[src/rtl/mips_pkg.sv]
// Shared encodings and widths for the execute-stage multiply/divide unit.
package mips_pkg;

  localparam int NB_REG = 32;
  localparam int NB_OP  = 3;
  localparam int NB_CNT = 6;

  typedef enum logic [NB_OP-1:0] {
    MULDIV_MULT  = 3'd0,
    MULDIV_MULTU = 3'd1,
    MULDIV_DIV   = 3'd2,
    MULDIV_DIVU  = 3'd3,
    MULDIV_MTHI  = 3'd4,
    MULDIV_MTLO  = 3'd5
  } muldiv_op_e;

  typedef enum logic [1:0] {
    ST_IDLE = 2'd0,
    ST_RUN  = 2'd1,
    ST_SIGN = 2'd2
  } muldiv_state_e;

endpackage

[src/rtl/muldiv_step.sv]
// One radix-2 iteration: shift-add multiply, or restoring shift-subtract divide
// when MULDIV_DIVIDER_EN is defined. Accumulator layout is {hi/rem, lo/quot}.
module muldiv_step
  import mips_pkg::*;
(
  input  logic                  i_is_div,
  input  logic [2*NB_REG-1:0]   i_acc,
  input  logic [NB_REG-1:0]     i_opb,
  output logic [2*NB_REG-1:0]   o_acc
);

  logic [NB_REG:0] sum;
`ifdef MULDIV_DIVIDER_EN
  logic [NB_REG:0] rem_sh;
  logic [NB_REG:0] diff;
`else
  logic unused_is_div;
  assign unused_is_div = i_is_div;
`endif

  always_comb begin
    // Carry out of the upper half is shifted back in as the new MSB.
    sum   = {1'b0, i_acc[2*NB_REG-1:NB_REG]} + (i_acc[0] ? {1'b0, i_opb} : '0);
    o_acc = {sum, i_acc[NB_REG-1:1]};
`ifdef MULDIV_DIVIDER_EN
    rem_sh = i_acc[2*NB_REG-1:NB_REG-1];
    diff   = rem_sh - {1'b0, i_opb};
    if (i_is_div) begin
      // diff MSB set means the trial subtraction borrowed: restore.
      if (!diff[NB_REG]) o_acc = {diff[NB_REG-1:0], i_acc[NB_REG-2:0], 1'b1};
      else               o_acc = {rem_sh[NB_REG-1:0], i_acc[NB_REG-2:0], 1'b0};
    end
`endif
  end

endmodule

[src/rtl/ex_muldiv.sv]
// Multi-cycle MULT/MULTU/DIV/DIVU/MTHI/MTLO unit owning HI/LO.
// Divide support is compiled in only when MULDIV_DIVIDER_EN is defined.
module ex_muldiv
  import mips_pkg::*;
(
  input  logic              i_clk,
  input  logic              i_reset,
  input  logic              i_dunit_clk_en,
  input  logic              i_start,
  input  logic [NB_OP-1:0]  i_op,
  input  logic [NB_REG-1:0] i_rs_data,
  input  logic [NB_REG-1:0] i_rt_data,
  output logic              o_busy,
  output logic              o_done,
  output logic [NB_REG-1:0] o_hi,
  output logic [NB_REG-1:0] o_lo
);

  muldiv_state_e       state_q, state_d;
  logic [NB_CNT-1:0]   cnt_q, cnt_d;
  logic [2*NB_REG-1:0] acc_q, acc_d, acc_step, prod_fixed;
  logic [NB_REG-1:0]   opb_q, opb_d, hi_q, hi_d, lo_q, lo_d;
  logic                is_div_q, is_div_d, neg_q, neg_d, rem_neg_q, rem_neg_d;
  logic                done_q, done_d;
  logic                is_signed, rs_neg, rt_neg, req_mul, req_div;
  logic [NB_REG-1:0]   rs_mag, rt_mag;

  muldiv_step u_step (
    .i_is_div (is_div_q),
    .i_acc    (acc_q),
    .i_opb    (opb_q),
    .o_acc    (acc_step)
  );

  always_comb begin
    // NOTE: every variable gets a default before the case so no path leaves it unassigned (no latches).
    state_d   = state_q;
    cnt_d     = cnt_q;
    acc_d     = acc_q;
    opb_d     = opb_q;
    hi_d      = hi_q;
    lo_d      = lo_q;
    is_div_d  = is_div_q;
    neg_d     = neg_q;
    rem_neg_d = rem_neg_q;
    done_d    = 1'b0;

    is_signed  = (i_op == MULDIV_MULT) || (i_op == MULDIV_DIV);
    rs_neg     = is_signed & i_rs_data[NB_REG-1];
    rt_neg     = is_signed & i_rt_data[NB_REG-1];
    rs_mag     = rs_neg ? -i_rs_data : i_rs_data;
    rt_mag     = rt_neg ? -i_rt_data : i_rt_data;
    req_mul    = (i_op == MULDIV_MULT) || (i_op == MULDIV_MULTU);
`ifdef MULDIV_DIVIDER_EN
    req_div    = (i_op == MULDIV_DIV) || (i_op == MULDIV_DIVU);
`else
    req_div    = 1'b0;
`endif
    prod_fixed = neg_q ? -acc_q : acc_q;

    case (state_q)
      ST_IDLE: begin
        if (i_start) begin
          if (req_mul || req_div) begin
            state_d   = ST_RUN;
            cnt_d     = '0;
            is_div_d  = req_div;
            acc_d     = {{NB_REG{1'b0}}, req_div ? rs_mag : rt_mag};
            opb_d     = req_div ? rt_mag : rs_mag;
            // A zero divisor must leave the all-ones quotient uncorrected.
            neg_d     = (rs_neg ^ rt_neg) & ~(req_div && (i_rt_data == '0));
            rem_neg_d = rs_neg;
          end else if (i_op == MULDIV_MTHI) begin
            hi_d = i_rs_data;
          end else if (i_op == MULDIV_MTLO) begin
            lo_d = i_rs_data;
          end
        end
      end
      ST_RUN: begin
        acc_d = acc_step;
        cnt_d = cnt_q + 1'b1;
        if (cnt_q == NB_CNT'(NB_REG - 1)) state_d = ST_SIGN;
      end
      ST_SIGN: begin
        state_d = ST_IDLE;
        done_d  = 1'b1;
        if (is_div_q) begin
          lo_d = neg_q     ? -acc_q[NB_REG-1:0]        : acc_q[NB_REG-1:0];
          hi_d = rem_neg_q ? -acc_q[2*NB_REG-1:NB_REG] : acc_q[2*NB_REG-1:NB_REG];
        end else begin
          {hi_d, lo_d} = prod_fixed;
        end
      end
      default: state_d = ST_IDLE;
    endcase
  end

  // NOTE: sequential state uses non-blocking assignments so all flops update from pre-edge values.
  always_ff @(posedge i_clk or negedge i_reset) begin
    if (!i_reset) begin
      state_q   <= ST_IDLE;
      cnt_q     <= '0;
      acc_q     <= '0;
      opb_q     <= '0;
      hi_q      <= '0;
      lo_q      <= '0;
      is_div_q  <= 1'b0;
      neg_q     <= 1'b0;
      rem_neg_q <= 1'b0;
      done_q    <= 1'b0;
    end else if (i_dunit_clk_en) begin
      state_q   <= state_d;
      cnt_q     <= cnt_d;
      acc_q     <= acc_d;
      opb_q     <= opb_d;
      hi_q      <= hi_d;
      lo_q      <= lo_d;
      is_div_q  <= is_div_d;
      neg_q     <= neg_d;
      rem_neg_q <= rem_neg_d;
      done_q    <= done_d;
    end
  end

  assign o_busy = (state_q != ST_IDLE);
  assign o_done = done_q;
  assign o_hi   = hi_q;
  assign o_lo   = lo_q;

endmodule
[config.mk]
export PLATFORM = sky130hd
export DESIGN_NAME = ex_muldiv
export DESIGN_NICKNAME = d
export VERILOG_FILES = /design/src/rtl/mips_pkg.sv /design/src/rtl/muldiv_step.sv /design/src/rtl/ex_muldiv.sv
export SDC_FILE = /design/constraint.sdc
export NUM_CORES = 1
export LEC_CHECK = 0
export ABC_AREA = 1
export ABC_CLOCK_PERIOD_IN_PS = 2600
export CAP_MARGIN = 40
export CORE_MARGIN = 8
export CORE_UTILIZATION = 45
export DETAILED_ROUTE_END_ITERATION = 12
export MAX_ROUTING_LAYER = met4
export PLACE_DENSITY = 0.74
export SLEW_MARGIN = 25
export SYNTH_ARGS = -nofsm -noshare
export SYNTH_HDL_FRONTEND = slang
export SYNTH_SLANG_ARGS = --single-unit
[constraint.sdc]
create_clock -name i_clk -period 2.6 [get_ports i_clk]
set_input_delay 0.26 -clock i_clk [delete_from_list [all_inputs] [get_ports i_clk]]
set_output_delay 0.26 -clock i_clk [all_outputs]
set_load 0.05 [all_outputs]
==> results of run 1 <==
## worst max-delay path by stage
stage | depth (start not counted) | slack [ps] | endpoint | startpoint
6_report | 4 | 130 | o_busy | state_q[1]
5_1_grt | 12 | -30 | acc_q[56] | acc_q[0]
4_1_cts | 17 | 100 | acc_q[51] | acc_q[0]
3_5_place_dp | 12 | 130 | opb_q[24] | i_rs_data[1]
3_3_place_gp | 12 | 170 | opb_q[24] | i_rs_data[1]
2_1_floorplan | 18 | 230 | acc_q[57] | acc_q[0]
## flip-flops by register name (all words and copies together), names as in the netlist
register and cells:
acc_q 64, cnt_q 6, neg_q 1, o_done 1, o_hi 32, o_lo 32, opb_q 32, state_q 2
## cells by family (layout without fill, tap and decap cells)
kind of cell | count (synthesis) | count (layout)
buffers and inverters | 307 | 469
AO/OA/AOI/OAI | 370 | 370
adder cells (fa/ha/maj) | 37 | 37
flip-flops | 170 | 170
AND/OR/NAND/NOR | 1232 | 1232
XOR/XNOR | 26 | 26
## layout make-up
class | count | area share (%)
clock buffer | 17 | 2.67
inverter | 242 | 5.69
multi-input combinational | 1665 | 48.7
clock inverter | 15 | 1.20
sequential | 170 | 26.7
timing repair buffer | 195 | 12.1
tap | 384 | 3.01
## critical path: cells and delay by family, from the launching register on
| kind | cells | cell delay, ps |
|---|---|---|
| flops | 1 | 440 |
| buf+inv | 3 | 930 |
| simple gates | 1 | 370 |
## synth_stat cells (14+ instances only)
| library cell | instances |
|---|---|
| a21oi_1 | 164 |
| xor2_1 | 23 |
| clkbuf_1 | 29 |
| nor3_1 | 21 |
| dfrtp_1 | 170 |
| nand3_1 | 188 |
| o21ai_0 | 157 |
| nor2_1 | 364 |
| nand2_1 | 592 |
| inv_1 | 233 |
| nand4_1 | 29 |
| or2_2 | 14 |
| ha_1 | 36 |
| buf_2 | 26 |
## power by group
group / switching, mW / internal (mW)
combinational: 8.34 / 3.80
clock: 1.36 / 1.31
sequential: 1.39 / 3.85
## repair_timing
action / in CTS / in global routing
resized for setup: 0 / 8
buffers inserted: 0 / 0
endpoints found under the hold margin: 57 / 0
hold buffers: 1 / 0
setup endpoints to repair: 0 / 11
## per-stage QoR
step,cells,setup TNS [ps],util (%)
after floorplan,2142,0,-
after global placement,2654,0,53.0
after detailed placement,2655,0,53.1
after CTS,2688,0,55.3
after global routing,2688,-55.5,55.4
final,2688,0,55.4
## per-layer routing
metal / track usage [%] / part of all wire, % / vias to the layer above / routed length (µm)
met5: - / 0 / - / 0
met4: 21.3 / 7.8 / 0 / 4260
met3: 4.72 / 5.7 / 183 / 3140
met2: 51.9 / 48 / 659 / 26100
met1: 35.7 / 39 / 7103 / 21200
li1: - / - / 7208 / -
## cells in the final DEF (no fill, tap or decap), types with 7 or more instances in the layout
cell	count
o21ai_0	157
clkdlybuf4s50_1	135
buf_12	8
dfrtp_1	169
o21ai_1	11
xor2_1	23
nand2_1	589
nor2_1	361
nand4_1	29
or2_2	14
ha_1	34
buf_4	49
nor3_1	21
a21oi_1	163
nand3_1	187
nand3b_1	9
o22ai_1	7
o211ai_1	8
inv_1	233
nor2_2	8
clkbuf_16	17
inv_2	9
==> key figures, run 1 <==
Worst setup path
  – Reg2reg end: acc_q[60]
  – Critical Path, Cell by Cell: nor2_1 > inv_2 > buf_4 > clkdlybuf4s50_1
  – Worst reg2reg path startpoint: acc_q[0]
  – WS Path Type: flip-flop to output port
  – Crit start category: flip-flop
  – Crit-path max cell delay: 700 ps
  – Worst R2R Setup Slack: 140 ps
  – Slowest-stage cell, CP: clkdlybuf4s50_1
  – Endpoint class of the critical path: output port
  – WP data arrival: 2210 ps
  – Critical Path RT: 2340 ps
  – CP Max Fanout: 4
  – Cell count of the worst reg-to-reg path: 12

Clock network
  – CTS tree: yes
  – Clock Latency Late Sink: 470 ps
  – Root Driver: clkbuf_16
  – CTS Buf Count: 17
  – Clock sink count: 170
  – CTS clk-pin slew, worst paths: 70 ps
  – Maximum buffer depth of the clock tree: 2
  – H-tree depth: 4

Die
  – Die area: 0.0350 mm²
  – CORE AREA: 0.0288 mm²
  – Rows: 62
  – Die W: 187 µm
  – IO Count: 137
  – Die extent in y: 187 µm
  – Starting Density: 45.7%

STA
  – RSZ-0062 raised after global routing: true
  – Final worst path period need: 2470 ps
  – Slew @ Worst Pin: 665 ps
  – Final Cycle Share: 94.9%
  – Worst setup margin: 134 ps
  – Max Freq: 405 MHz
  – Worst Skew: 18.5 ps
  – Slew Viols, Final: 0
  – Max-slew headroom: 55.7%
  – Setup violations, final: 0
  – Fin. Hold Viols: 0
  – Final hold slack: 322 ps

Yosys
  – Leading post-synthesis cells by cell area: dfrtp_1 (32%), nand2_1 (17%), nor2_1 (10%)
  – Sequential share of the synthesized area: 32.3%
  – Compound-Gate Fraction of Synth Area: 14.7%
  – Largest area contributor in the netlist: dfrtp_1
  – Synth top area share: 32.3%
  – Synthesized flop and latch total: 170
  – Synthesized-area fraction occupied by adder cells: 3.57%
  – Simple-gate area share of the yosys netlist: 38.6%
  – Post-synth EDFFs: 0
  – Syn. warnings: 0
  – Post-synthesis mux area share: 0%
  – Xor and xnor area share after synthesis: 1.73%
  – Yosys cell types: 43
  – Mapped Nets: 2250
  – Post-synthesis async set-or-reset flop share: 100%
  – Syn Inst Count: 2142
  – Largest family of logic cells by synthesized area: simple AND/OR/NAND/NOR gates
  – Top FF cell, synth: dfrtp_1
  – Mapped Area: 0.0132 mm²
  – Synth Area per Inst: 6.15 µm²

Finish
  – # diodes: 0
  – Fill count: 2904
  – Net count, final: 2399
  – Fraction of layout cells with a size suffix above 1: 5.95%
  – Multi-input gate area: 0.00776 mm²
  – Synthesis-to-finish area growth: 21.2%
  – Storage cell area: 0.00426 mm²
  – Cell area after layout: 0.0160 mm²

Place
  – Post-Place Setup Slack: 126 ps
  – GPL Wtd Cong: 1.01
  – DP Wirelength: 44300 µm
  – Port Buf Inserts: 136
  – Post-DP Area: 0.0153 mm²

Routing
  – Vias after detailed routing: 15200
  – Routed Antenna Nets: 0
  – Vias/cell: 5.64
  – Initial DRC Count: 1632
  – Drt pass-1 iters: 6
  – Drt total wl: 54700 µm
  – Routed len/inst: 20.4 µm
  – Drt drc: 0

GRT
  – Global-route wire length before repair: 84000 µm
  – Tot GR Track Use: 31.7%
  – Pin count of the biggest net entering global routing: 62
  – Vias in the first global route: 14700
  – Initial antenna violation count: 0
  – GRT overflow: 0

Hold path
  – Worst hold path class: primary input to async pin

Power and ir drop
  – Power Dens Cells: 1260 mW/mm²
  – LEAKAGE: 7.71 nW
  – Peak supply drop: 611 µV
  – Total power: 20.1 mW

Run status
  – Status: finished, final reports clean

Job
  – Maxcap violations: 0
Power figures use the tool's default switching activity.
==> run 2, diff against run 1 <==
Settings changed: ABC_CLOCK_PERIOD_IN_PS 2600 to unset.
==> results of run 2 <==
Final layout, timing and power as in run 1 (identical DEF).
